## src/rtl/aurora_rx_sync_ctrl.sv

```systemverilog
// Block-sync controller for one Aurora 64b66b RX lane.
// It hunts for sync-header alignment by slipping the gearbox, and after a
// full rotation the SERDES, until enough consecutive legal headers arrive.
// Once locked, it watches the header error rate and drops lock when the
// rate becomes excessive.
module aurora_rx_sync_ctrl #(
  parameter int LOCK_CNT   = 64,
  parameter int ERR_WIN    = 1024,
  parameter int ERR_MAX    = 16,
  parameter int SETTLE_BLK = 4,
  parameter int SLIP_MAX   = 66
) (
  input  logic        clk_rx_i,
  input  logic        rst_n_i,
  input  logic        enable_i,
  input  logic        hdr_valid_i,
  input  logic [1:0]  hdr_i,
  output logic        gbox_slip_o,
  output logic        serdes_slip_o,
  output logic        locked_o,
  output logic [6:0]  slip_cnt_o,
  output logic [15:0] relock_cnt_o,
  output logic [1:0]  state_o
);

  localparam int GW = $clog2(LOCK_CNT + 1);
  localparam int WW = $clog2(ERR_WIN + 1);
  localparam int EW = $clog2(ERR_MAX + 1);
  localparam int SW = $clog2(SETTLE_BLK + 1);

  // Terminal values: the counter reaches its limit on the strobe that finds it here.
  localparam logic [GW-1:0] GOOD_LAST   = GW'(LOCK_CNT - 1);
  localparam logic [WW-1:0] WIN_LAST    = WW'(ERR_WIN - 1);
  localparam logic [EW-1:0] ERR_LAST    = EW'(ERR_MAX - 1);
  localparam logic [SW-1:0] SETTLE_LAST = SW'(SETTLE_BLK - 1);
  localparam logic [6:0]    SLIP_LAST   = 7'(SLIP_MAX - 1);

  typedef enum logic [1:0] {
    ST_HUNT   = 2'd0,
    ST_SLIP   = 2'd1,
    ST_SETTLE = 2'd2,
    ST_LOCKED = 2'd3
  } state_t;

  state_t          state_q, state_nxt;
  logic [GW-1:0]   good_q, good_nxt;
  logic [WW-1:0]   win_q, win_nxt;
  logic [EW-1:0]   err_q, err_nxt;
  logic [SW-1:0]   settle_q, settle_nxt;
  logic [6:0]      slip_q, slip_nxt;
  logic [15:0]     relock_q, relock_nxt;
  logic            locked_q, locked_nxt;
  logic            gbox_q, gbox_nxt;
  logic            serdes_q, serdes_nxt;
  logic            hdr_legal;

  // Lock-loss counter sticks at all-ones instead of wrapping.
  function automatic logic [15:0] sat_inc16(input logic [15:0] v);
    return (v == 16'hFFFF) ? v : v + 16'd1;
  endfunction

  assign hdr_legal = hdr_i[1] ^ hdr_i[0];

  // State and all counters/outputs register here; every output is a flop.
  always_ff @(posedge clk_rx_i or negedge rst_n_i) begin
    if (!rst_n_i) begin
      state_q  <= ST_HUNT;
      good_q   <= '0;
      win_q    <= '0;
      err_q    <= '0;
      settle_q <= '0;
      slip_q   <= '0;
      relock_q <= '0;
      locked_q <= 1'b0;
      gbox_q   <= 1'b0;
      serdes_q <= 1'b0;
    end else begin
      state_q  <= state_nxt;
      good_q   <= good_nxt;
      win_q    <= win_nxt;
      err_q    <= err_nxt;
      settle_q <= settle_nxt;
      slip_q   <= slip_nxt;
      relock_q <= relock_nxt;
      locked_q <= locked_nxt;
      gbox_q   <= gbox_nxt;
      serdes_q <= serdes_nxt;
    end
  end

  // Next-state and next-output logic; slip pulses default low so they last one cycle.
  always_comb begin
    state_nxt  = state_q;
    good_nxt   = good_q;
    win_nxt    = win_q;
    err_nxt    = err_q;
    settle_nxt = settle_q;
    slip_nxt   = slip_q;
    relock_nxt = relock_q;
    locked_nxt = locked_q;
    gbox_nxt   = 1'b0;
    serdes_nxt = 1'b0;
    if (!enable_i) begin
      state_nxt  = ST_HUNT;
      good_nxt   = '0;
      win_nxt    = '0;
      err_nxt    = '0;
      settle_nxt = '0;
      slip_nxt   = '0;
      locked_nxt = 1'b0;
    end else begin
      case (state_q)
        ST_HUNT: begin
          if (hdr_valid_i) begin
            if (hdr_legal) begin
              if (good_q == GOOD_LAST) begin
                state_nxt  = ST_LOCKED;
                locked_nxt = 1'b1;
                good_nxt   = '0;
                win_nxt    = '0;
                err_nxt    = '0;
              end else begin
                good_nxt = good_q + 1'b1;
              end
            end else begin
              // Pulse is launched here so it is visible during the SLIP cycle.
              good_nxt  = '0;
              state_nxt = ST_SLIP;
              if (slip_q == SLIP_LAST) begin
                serdes_nxt = 1'b1;
                slip_nxt   = '0;
              end else begin
                gbox_nxt = 1'b1;
                slip_nxt = slip_q + 7'd1;
              end
            end
          end
        end
        ST_SLIP: begin
          // Strobes arriving while the pulse is out are ignored.
          state_nxt  = ST_SETTLE;
          settle_nxt = '0;
        end
        ST_SETTLE: begin
          if (hdr_valid_i) begin
            if (settle_q == SETTLE_LAST) begin
              state_nxt  = ST_HUNT;
              settle_nxt = '0;
              good_nxt   = '0;
            end else begin
              settle_nxt = settle_q + 1'b1;
            end
          end
        end
        ST_LOCKED: begin
          if (hdr_valid_i) begin
            // Loss of lock outranks a window rollover on the same strobe.
            if (!hdr_legal && (err_q == ERR_LAST)) begin
              state_nxt  = ST_HUNT;
              locked_nxt = 1'b0;
              relock_nxt = sat_inc16(relock_q);
              good_nxt   = '0;
              win_nxt    = '0;
              err_nxt    = '0;
            end else if (win_q == WIN_LAST) begin
              win_nxt = '0;
              err_nxt = '0;
            end else begin
              win_nxt = win_q + 1'b1;
              if (!hdr_legal) err_nxt = err_q + 1'b1;
            end
          end
        end
        default: state_nxt = ST_HUNT;
      endcase
    end
  end

  assign gbox_slip_o   = gbox_q;
  assign serdes_slip_o = serdes_q;
  assign locked_o      = locked_q;
  assign slip_cnt_o    = slip_q;
  assign relock_cnt_o  = relock_q;
  assign state_o       = state_q;

endmodule

```

## config.mk

```make
export PLATFORM = sky130hd
export DESIGN_NAME = aurora_rx_sync_ctrl
export DESIGN_NICKNAME = d
export VERILOG_FILES = /design/src/rtl/aurora_rx_sync_ctrl.sv
export SDC_FILE = /design/constraint.sdc
export NUM_CORES = 1
export LEC_CHECK = 0
export BUFFER_PORTS_ARGS = -buffer_cell sky130_fd_sc_hd__buf_2
export CAP_MARGIN = 10
export CORE_MARGIN = 3
export CORE_UTILIZATION = 60
export CTS_BUF_LIST = sky130_fd_sc_hd__clkbuf_16
export DETAILED_ROUTE_END_ITERATION = 8
export PLACE_DENSITY = 0.79
export SLEW_MARGIN = 20
export SYNTH_ARGS = -nofsm -noshare
export SYNTH_HDL_FRONTEND = slang
export SYNTH_SLANG_ARGS = --single-unit
```

## constraint.sdc

```tcl
create_clock -name clk_rx_i -period 4.5 [get_ports clk_rx_i]
set_input_delay 0.45 -clock clk_rx_i [delete_from_list [all_inputs] [get_ports clk_rx_i]]
set_output_delay 0.45 -clock clk_rx_i [all_outputs]
set_load 0.02 [all_outputs]
```

==> summary.txt <==
Floorplan
  – Ports: 34
  – Chip width: 75.54 um
  – Die area: 0.005706 mm^2
  – Starting density of the core: 64.42%
  – Number of cell rows: 24
  – Die Y: 75.54 um
  – Core box area: 0.004504 mm^2

Global routing
  – Grt ovf: 0
  – Vias in the first global route: 2,160
  – First-pass GRT wire length: 9832 um
  – GRT busiest layer: met2
  – Initial antenna violation count: 0
  – Met2 Use GR: 37.20%
  – GRT Total Usage: 22.18%
  – Largest net degree at the start of global routing: 55
  – Met3 usage in global routing: 4.354%
  – Grt met1 use: 29.01%

CTS
  – Clk sink count: 54
  – Post_cts resized: 0
  – CTS tree: done
  – Max clock buf depth: 2
  – Setup Buffers After CTS: 0
  – Clock latency on the worst-skew pair: 290 ps
  – CTS root buffer: clkbuf_16
  – Num CTS Buffers: 5
  – Hold-fix buffers, CTS: 0
  – H-tree depth: 2
  – Clock-pin slew on the worst setup and hold paths: 70 ps

Logic synthesis
  – Seq cells post-synth: 54
  – Most common cell in the netlist: dfrtp_1
  – Most frequent cells after synthesis: dfrtp_1, nand2_1, nand3_1, o21ai_0, nor2_1
  – Mapped Cells: 307
  – Count of different cell masters after synthesis: 49
  – Average cell area after synthesis: 9.451 um^2
  – Cell taking the most area after synthesis: dfrtp_1
  – EDFF count, synth: 0
  – Mapped Nets: 321
  – Top cells by area, synth: dfrtp_1, nand3_1, o21ai_0
  – Fraction of registers with async set/reset: 100.0%
  – Yosys warnings: 0
  – Top cell type's share of synthesized area: 46.57%
  – Top_reg_cell synth: dfrtp_1
  – Sequential fraction of the synthesis area: 46.57%
  – Synthesized area: 0.002902 mm^2

Worst setup path
  – Worst Path Required: 4670 ps
  – Critical Path Fanout Max: 9
  – Critical path class: reg -> reg
  – Type of origin of the critical path: register
  – Worst Setup End Kind: register
  – Arrival @ worst endpoint: 2520 ps

Detailed routing
  – WL/cell: 14.88 um
  – Final WL: 5787 um
  – Via/cell ratio: 6.036
  – DR iter-0 viols: 192
  – DR vias: 2,348
  – DR DRC count: 0
  – Remaining antenna violation count after routing: 0
  – First-pass iteration count of the detailed router: 4

Pwr
  – Pint: 0.0007125 W
  – P_sw: 0.0002194 W
  – Worst vdd ir: 0.2305 mV
  – Power share of the combinational group: 7.4%
  – Leakage: 1.509 nW
  – Clock network power share: 38.9%
  – Tot Pwr: 0.0009319 W
  – Switching Share: 23.55%
  – Sequential power share: 53.7%
  – Pwr Density: 290.8 mW/mm^2

Job
  – Max-cap violations: 0

Timing
  – Unrepaired setup endpoints after global routing: no
  – Slew @ Worst Pin: 951.3 ps
  – Setup TNS: 0 ps
  – Relative slew slack: 36.37%
  – Finish-stage setup viols: 0
  – Setup ws final: 2151 ps
  – Tmin final: 2349 ps
  – Period Utilization, post-route: 52.19%
  – Fmax: 425.8 MHz
  – Fin. max-slew vios: 0
  – Final hold vios: 0
  – WHS: 262.3 ps
  – Clk_skew: 7.267 ps

Min path
  – Min-Delay Path Class: in -> async

Place
  – GP Congestion: 0.8233
  – Placed Area: 0.003067 mm^2
  – DP Worst Slack: 2168 ps
  – DP HPWL: 4006 um
  – Port buffer count: 33

Final layout
  – Share of layout cells above drive strength 1: 15.43%
  – Final instance area: 0.003204 mm^2
  – Antenna diode instance count: 0
  – Area Overhead vs Synth: 10.44%
  – Nets: 350

Run status
  – Status: completed
-- area by class of cell --
class,count,area (um^2)
clock buffers,5,125.1
clock inverters,3,12.51
fillers,339,1300
inverters,11,41.29
multi-input cells,230,1436
flip-flops and latches,54,1351
well taps,52,65.06
repair buffers,34,172.7
-- stage by stage --
stage | utilization (%) | instances
finish | 71.14 | 389
global route | 71.14 | 389
CTS | 71.14 | 389
detailed placement | 68.08 | 381
global placement | 68.08 | 381
floorplan | - | 307
-- critical path: stages, from the launching register on --
cell and delay, ps:
dfrtp_1 380, ha_1 190, and3_1 170, ha_1 320, inv_1 90, or3_1 420
o21ba_2 330, mux2_1 330
-- cells in the final DEF (no fill, tap or decap), drive strengths merged, types with 3 or more instances in the layout --
master	count
nor4	3
a31oi	12
and4	3
ha	8
xor2	7
nor3	7
nand3	24
or4	5
inv	12
nand2	30
or3	3
o21a	6
o21ai	26
dfrtp	54
o22ai	3
nor2b	5
nor2	20
nand4	6
buf	34
nor3b	5
a21oi	11
clkbuf	5
and3	9
nand2b	6
o31ai	3
xnor2	8
-- path summary, 6_finish.rpt --
kind / startpoint / end / slack, ps / depth (start not counted)
max in group asynchronous: rst_n_i / serdes_slip_o / 3770 / 2
min in group clk_rx_i: enable_i / slip_cnt_o[3] / 470 / 2
max reg2reg: err_q[0] / relock_cnt_o[1] / 2150 / 7
min: rst_n_i / relock_cnt_o[7] / 260 / 2
min reg2reg: relock_cnt_o[11] / relock_cnt_o[11] / 480 / 1
max: err_q[0] / relock_cnt_o[1] / 2150 / 7
-- per-layer routing --
layer  share of wire [%]  vias to the layer above
li1                    -                     1175
met3                 4.3                        8
met1                  45                     1113
met4                 1.2                        0
met2                  49                       52
met5                   0                        -
-- power groups by stage --
stage,clock (W),sequential (W),combinational (W)
6_report,0.000362,0.000501,0.0000692
5_1_grt,0.000391,0.000502,0.0000780
3_3_place_gp,0,0.000510,0.0000683
4_1_cts,0.000369,0.000500,0.0000702
3_5_place_dp,0,0.000510,0.0000694
2_1_floorplan,0,0.000508,0.0000482
-- cells by family (layout without fill, tap and decap cells) --
family	Yosys count	after routing	share of synthesized area, %
and+or+nand+nor	131	131	24.54
AOI/OAI and AO/OA	73	73	15.65
DFF	54	54	46.57
buffers and inverters	23	53	3.924
xor gates and xnor gates	15	15	4.787
adders and majority gates	8	8	3.450
muxes	3	3	1.078
-- flip-flops by register name, summed over array words and instances, names as in the netlist --
name	count
err_q	5
serdes_slip_o	1
gbox_slip_o	1
locked_o	1
slip_cnt_o	7
state_o	2
good_q	7
win_q	11
relock_cnt_o	16
settle_q	3
Note: power is estimated with default switching activity, not from simulation.
